[src/rtl/boot_loader_if.sv]
// ---------------------------------------------------------------------------
// boot_loader_if
//   Groups the boot loader's byte-stream input handshake and its
//   instruction-memory write port.
//
//   byteIn    : incoming image byte
//   byteValid : byteIn holds a valid byte
//   byteReady : loader accepts the byte this cycle
//   memWrite  : instruction-memory write strobe, one cycle per word
//   memAddr   : word address of the current write
//   memData   : word being written
//
//   slave  : the boot loader side
//   master : the byte source / memory side (testbench, system glue)
// ---------------------------------------------------------------------------
interface boot_loader_if #(
    parameter int ADDR_WIDTH = 10
);
    logic [7:0]            byteIn;
    logic                  byteValid;
    logic                  byteReady;
    logic                  memWrite;
    logic [ADDR_WIDTH-1:0] memAddr;
    logic [31:0]           memData;

    modport slave (
        input  byteIn,
        input  byteValid,
        output byteReady,
        output memWrite,
        output memAddr,
        output memData
    );

    modport master (
        output byteIn,
        output byteValid,
        input  byteReady,
        input  memWrite,
        input  memAddr,
        input  memData
    );
endinterface

[src/rtl/boot_loader.sv]
// ---------------------------------------------------------------------------
// boot_loader
//   Receives a program image as a byte stream (4-byte little-endian word
//   count N followed by N little-endian 32-bit words) and writes the words
//   into instruction memory starting at address 0. When the whole image is
//   written, `source` tells the instruction-source selector to fetch from
//   instruction memory instead of BIOS. Oversized headers raise `error`.
//
//   clock  : system clock, all state updates on posedge
//   rst    : asynchronous active-low reset
//   start  : single-cycle request to begin a load (ignored mid-load)
//   bus    : byte stream handshake + instruction-memory write port
//   busy   : load in progress (header or payload phase)
//   source : image loaded; held until next start or reset
//   error  : image rejected; held until next start or reset
// ---------------------------------------------------------------------------
module boot_loader #(
    parameter int ADDR_WIDTH = 10,
    parameter int MAX_WORDS  = 1024
) (
    input  logic                clock,
    input  logic                rst,
    input  logic                start,
    boot_loader_if.slave        bus,
    output logic                busy,
    output logic                source,
    output logic                error
);

    typedef enum logic [2:0] {
        IDLE,
        HDR,
        LOAD,
        DONE,
        ERR
    } state_t;

    state_t                state;
    state_t                state_nx;

    logic [1:0]            byte_idx;
    logic [ADDR_WIDTH:0]   word_cnt;
    logic [31:0]           len_q;
    logic [31:0]           asm_q;

    logic                  ready;
    logic                  mem_we;
    logic [ADDR_WIDTH-1:0] mem_addr;
    logic [31:0]           mem_data;

    logic                  hs;
    logic                  word_end;
    logic [4:0]            bit_ofs;
    logic [31:0]           hdr_len;
    logic                  last_word;

    assign hs       = bus.byteValid & ready;
    assign word_end = hs && (byte_idx == 2'd3);
    assign bit_ofs  = {byte_idx, 3'b000};

    // The 4th byte is used straight from the input so the decision and the
    // write happen on the same edge that accepts it.
    assign hdr_len   = {bus.byteIn, len_q[23:0]};
    assign last_word = (32'(word_cnt) == (len_q - 32'd1));

    assign bus.byteReady = ready;
    assign bus.memWrite  = mem_we;
    assign bus.memAddr   = mem_addr;
    assign bus.memData   = mem_data;

    // -----------------------------------------------------------------------
    // State register
    // -----------------------------------------------------------------------
    always_ff @(posedge clock or negedge rst) begin
        if (!rst) begin
            state <= IDLE;
        end else begin
            state <= state_nx;
        end
    end

    // -----------------------------------------------------------------------
    // Next-state logic
    // -----------------------------------------------------------------------
    always_comb begin
        state_nx = state;
        unique case (state)
            IDLE: begin
                if (start) state_nx = HDR;
            end
            HDR: begin
                if (word_end) begin
                    if (hdr_len == 32'd0)
                        state_nx = DONE;
                    else if (hdr_len > 32'(MAX_WORDS))
                        state_nx = ERR;
                    else
                        state_nx = LOAD;
                end
            end
            LOAD: begin
                // Leaving LOAD on the accepting edge of the final byte makes
                // the last write cycle coincide with DONE, so no stray byte
                // can be handshaked after the image ends.
                if (word_end && last_word) state_nx = DONE;
            end
            DONE, ERR: begin
                if (start) state_nx = HDR;
            end
            default: state_nx = IDLE;
        endcase
    end

    // -----------------------------------------------------------------------
    // Output decode
    // -----------------------------------------------------------------------
    always_comb begin
        ready  = 1'b0;
        busy   = 1'b0;
        source = 1'b0;
        error  = 1'b0;
        unique case (state)
            HDR, LOAD: begin
                ready = 1'b1;
                busy  = 1'b1;
            end
            // source waits until the final word's write strobe has retired.
            DONE:    source = ~mem_we;
            ERR:     error  = 1'b1;
            default: ;
        endcase
    end

    // -----------------------------------------------------------------------
    // Datapath: byte index, header length, word assembly, memory write port
    // -----------------------------------------------------------------------
    always_ff @(posedge clock or negedge rst) begin
        if (!rst) begin
            byte_idx <= '0;
            word_cnt <= '0;
            len_q    <= '0;
            asm_q    <= '0;
            mem_we   <= 1'b0;
            mem_addr <= '0;
            mem_data <= '0;
        end else begin
            mem_we <= 1'b0;
            unique case (state)
                IDLE, DONE, ERR: begin
                    if (start) begin
                        byte_idx <= '0;
                        word_cnt <= '0;
                        len_q    <= '0;
                        asm_q    <= '0;
                    end
                end
                HDR: begin
                    if (hs) begin
                        len_q[bit_ofs +: 8] <= bus.byteIn;
                        byte_idx            <= byte_idx + 2'd1;
                    end
                end
                LOAD: begin
                    if (hs) begin
                        asm_q[bit_ofs +: 8] <= bus.byteIn;
                        byte_idx            <= byte_idx + 2'd1;
                        if (byte_idx == 2'd3) begin
                            mem_we   <= 1'b1;
                            mem_addr <= word_cnt[ADDR_WIDTH-1:0];
                            mem_data <= {bus.byteIn, asm_q[23:0]};
                            word_cnt <= word_cnt + 1'b1;
                        end
                    end
                end
                default: ;
            endcase
        end
    end

endmodule
[src/flat_wrapper.sv]
// flat-port wrapper written by rule: the top's interface ports become plain ports
module boot_loader_flat 
#(
    parameter int ADDR_WIDTH = 10,
    parameter int MAX_WORDS  = 1024
)
  (clock, rst, start, busy, source, error, bus_byteIn, bus_byteValid, bus_byteReady, bus_memWrite, bus_memAddr, bus_memData);
  boot_loader_if #(.ADDR_WIDTH(ADDR_WIDTH)) bus_i ();
  input  logic clock;
  input  logic rst;
  input  logic start;
  output logic busy;
  output logic source;
  output logic error;
  input wire logic [$bits(bus_i.byteIn)-1:0] bus_byteIn;
  input wire logic [$bits(bus_i.byteValid)-1:0] bus_byteValid;
  output wire logic [$bits(bus_i.byteReady)-1:0] bus_byteReady;
  output wire logic [$bits(bus_i.memWrite)-1:0] bus_memWrite;
  output wire logic [$bits(bus_i.memAddr)-1:0] bus_memAddr;
  output wire logic [$bits(bus_i.memData)-1:0] bus_memData;
  assign bus_i.byteIn = bus_byteIn;
  assign bus_i.byteValid = bus_byteValid;
  assign bus_byteReady = bus_i.byteReady;
  assign bus_memWrite = bus_i.memWrite;
  assign bus_memAddr = bus_i.memAddr;
  assign bus_memData = bus_i.memData;
  boot_loader #(.ADDR_WIDTH(ADDR_WIDTH), .MAX_WORDS(MAX_WORDS)) u_core (.clock(clock), .rst(rst), .start(start), .bus(bus_i), .busy(busy), .source(source), .error(error));
endmodule
[config.mk]
export PLATFORM = sky130hd
export DESIGN_NAME = boot_loader_flat
export DESIGN_NICKNAME = d
export VERILOG_FILES = /design/src/rtl/boot_loader_if.sv /design/src/rtl/boot_loader.sv /design/src/flat_wrapper.sv
export SDC_FILE = /design/constraint.sdc
export NUM_CORES = 1
export LEC_CHECK = 0
export ABC_CLOCK_PERIOD_IN_PS = 2870
export CAP_MARGIN = 40
export CORE_ASPECT_RATIO = 1.5
export CORE_MARGIN = 2
export CORE_UTILIZATION = 25
export CTS_CLUSTER_DIAMETER = 100
export DETAILED_ROUTE_END_ITERATION = 10
export PLACE_DENSITY_LB_ADDON = 0.05
export RECOVER_POWER = 25
export SYNTH_ARGS = -nofsm -noshare
export SYNTH_HDL_FRONTEND = slang
export SYNTH_SLANG_ARGS = --single-unit
[constraint.sdc]
create_clock -name clock -period 2.87 [get_ports clock]
set_input_delay 0.574 -clock clock [delete_from_list [all_inputs] [get_ports clock]]
set_output_delay 0.574 -clock clock [all_outputs]
set_load 0.1 [all_outputs]
==> flow_summary.json, run 1 <==
{
  "cts_tree": "yes",
  "cpPeakStageDelay_ns": 0.57,
  "synth_seq_cells": 115,
  "antenna_found_initial": 0,
  "clock-sinks": 115,
  "crit_fanout": 3,
  "ys_types": 52,
  "avgViaCountPerCell": 4.75,
  "yosysWarnings": 0,
  "syn-instance-count": 620,
  "drc": 0,
  "die-area_mm2": 0.0234,
  "setup_viol": 0,
  "drv_slew": 28,
  "fin_skew_ns": 0.00786,
  "maxCapViolCount": 1,
  "wl_per_cell_um": 17.9,
  "hold_viol": 0,
  "ctsHoldBuffers": 0,
  "area_growth_pct": 30.0,
  "synth_nets": 638,
  "synth_area_leaders": "dfrtp_1 (52%), nand2_1 (14%), o21ai_0 (4.1%), a22o_1 (3.8%), nor2_1 (2.3%)",
  "grt_pass1_vias": 4824,
  "vias": 4717,
  "wl_mm": 17.8,
  "slew_headroom": -0.0714,
  "cp.arrival_ns": 3.05,
  "crit_buf_inv": 0,
  "synthFlopType": "dfrtp_1",
  "path_delay_family": "simple AND/OR/NAND/NOR gates",
  "crit_type": "reg -> reg",
  "io_pins": 59,
  "grt_pass1_wl_mm": 28.2,
  "async_flop_share": 1.00,
  "hold_slack_ns": 0.469,
  "cp-end-kind": "flip-flop",
  "dp_hpwl_mm": 12.7,
  "crit_required_ns": 3.18,
  "worst_path_max_delay_cell": "or4_4",
  "synth_common_cells": "nand2_1 (201), dfrtp_1 (115), o21ai_0 (45)",
  "grt_usage": 0.160,
  "multi_input_area_mm2": 0.00251,
  "globalplace.congestion": 0.833,
  "dr.pass1.iters": 5,
  "synth_top_cell_by_area": "dfrtp_1",
  "synth_top_area_frac": 0.520,
  "fin_crit_ns": 2.74,
  "layout-drive-gt1-share": 0.196,
  "synth_enable_flop_cells": 0,
  "start_kind": "flip-flop",
  "die_h_um": 186,
  "crit_top_cell": "or4_4",
  "hold_path.class": "reg -> reg",
  "nets": 728,
  "avgSynthCellArea_um2": 8.93,
  "io_buffers": 58,
  "overflow": 0,
  "fillerInstances": 2308,
  "finalCritPeriodShare": 0.953,
  "ant_nets": 0,
  "violations": "capacitance limit, slew limit",
  "fp-row-count": 66,
  "yosysMostFrequentCell": "nand2_1",
  "ys_seq_area_frac": 0.520,
  "status": "complete, but fails checks",
  "finalNonFillerCells": 993,
  "dieWidth_um": 125,
  "worstMarginPinSlew_ns": 1.61,
  "dp_cells": 962,
  "fp.coreArea_mm2": 0.0217,
  "numCtsBuffers": 17,
  "p_per_area_mw_per_mm2": 934,
  "path_cells": "or4_4, nor3b_4, nand4_4, o41ai_4, nand4_1, or4_4, o41ai_2",
  "clockRootBuffer": "clkbuf_16",
  "seq_area_mm2": 0.00288,
  "clk_latency_ns": 0.42,
  "htreeDepth": 4,
  "drt-initial-drc-count": 208,
  "grt_max_degree": 60,
  "diodes": 0,
  "initial_core_util": 0.255,
  "fmax_mhz": 366,
  "ir_drop_mv": 0.500,
  "clock_path_buffers": 2,
  "clk_pin_slew_worst_paths_ns": 0.05,
  "rsz0062_at_grt": "yes",
  "p_leak_nw": 3.47,
  "synth_area_mm2": 0.00554
}
==> per-layer routing <==
metal,up-vias,global-route usage,share of wire
met5,-,0,0
met4,0,0.0622,0.023
met3,24,0.0338,0.032
met2,102,0.281,0.51
met1,2301,0.193,0.43
li1,2290,-,-
==> flip-flops by register name, indices dropped and copies added, names as in the netlist <==
name                 count
u_core.state             3
u_core.asm_q            24
u_core.bus.memAddr      10
u_core.byte_idx          2
u_core.len_q            32
u_core.word_cnt         11
u_core.bus.memData      32
u_core.bus.memWrite      1
==> cells in the final DEF, fill, tap and decap left out, types with 4 or more instances in the layout <==
| cell | n |
|---|---|
| nor3_1 | 8 |
| or4_4 | 4 |
| a21oi_1 | 16 |
| nand3_1 | 22 |
| nand2_1 | 201 |
| clkdlybuf4s50_1 | 10 |
| buf_4 | 93 |
| clkbuf_16 | 17 |
| nor2b_1 | 4 |
| a22o_1 | 24 |
| dfrtp_1 | 115 |
| ha_1 | 6 |
| nor2_1 | 33 |
| inv_1 | 13 |
| nand4_1 | 4 |
| xor2_1 | 13 |
| nor4_1 | 8 |
| o21ai_0 | 45 |
| xnor2_1 | 13 |
| or3_1 | 6 |
| a31oi_1 | 5 |
==> where the power goes <==
group / total (W) / internal (W) / switching [W]
clock network: 0.00216 / 0.00140 / 0.000762
registers: 0.00183 / 0.00170 / 0.000133
logic: 0.00273 / 0.00110 / 0.00163
==> final timing paths <==
kind                       cells after the start  slack [ns]                           endpoint                              start
setup reg to reg                               7        0.13        u_core.state[0]$_DFFE_PN0P_       u_core.len_q[18]$_DFFE_PN0P_
setup / recovery                               7        0.13        u_core.state[0]$_DFFE_PN0P_       u_core.len_q[18]$_DFFE_PN0P_
hold / removal                                 2        0.47  u_core.bus.memData[0]$_DFFE_PN0P_  u_core.bus.memData[0]$_DFFE_PN0P_
max in group asynchronous                      2        0.60       u_core.asm_q[22]$_DFFE_PN0P_                                rst
hold reg to reg                                2        0.47  u_core.bus.memData[0]$_DFFE_PN0P_  u_core.bus.memData[0]$_DFFE_PN0P_
min in group asynchronous                      1        0.56  u_core.bus.memAddr[6]$_DFFE_PN0P_                                rst
==> area by class of cell <==
cell class / count / area share
clock buffers: 21 / 0.0640
clock inverters: 9 / 0.0183
inverters: 13 / 0.00678
multi-input cells: 457 / 0.348
flip-flops and latches: 115 / 0.400
well taps: 272 / 0.0473
repair buffers: 106 / 0.115
==> repair_timing <==
action                     CTS  global route
setup endpoints to repair    0             1
setup buffers                0             1
gates resized for setup      0             5
==> through the flow <==
stage / worst slack (ns) / power [W] / instance area (um2) / util / setup TNS (ns)
CTS: 0.0346 / 0.00676 / 7170 / 0.330 / 0
global placement: -0.138 / 0.00455 / 6580 / 0.303 / -0.138
floorplan: 0.0435 / 0.00368 / 5550 / - / 0
global route: -0.0307 / 0.00715 / 7190 / 0.331 / -0.0307
finish: 0.135 / 0.00672 / 7190 / 0.331 / 0
detailed placement: -0.149 / 0.00456 / 6580 / 0.303 / -0.149
==> kinds of logic (layout without fill, tap and decap cells) <==
family	Yosys count	in the layout	share of synthesized area
xor+xnor	26	26	0.0411
compound gates	112	112	0.135
buf+inv	48	149	0.0353
mux	1	1	0.00203
simple gates	312	312	0.253
fa+ha+maj	6	6	0.0136
flops	115	115	0.520
==> tightest hold or removal path, stage by stage, from the launching register on <==
cell and delay [ns]:
dfrtp_1 0.33, nand2_1 0.05, nand2_1 0.05
No activity file was read; power rests on OpenSTA's default activity.
==> inputs of run 2 (changes only) <==
Settings changed: TNS_END_PERCENT from default to 100.
==> results of run 2 <==
The final DEF is identical to that of run 1; final timing and power are the same.
==> inputs of run 3 (changes only) <==
Settings changed: ABC_CLOCK_PERIOD_IN_PS 2870 to default.
==> results of run 3 <==
The final DEF is identical to that of run 1; final timing and power are the same.
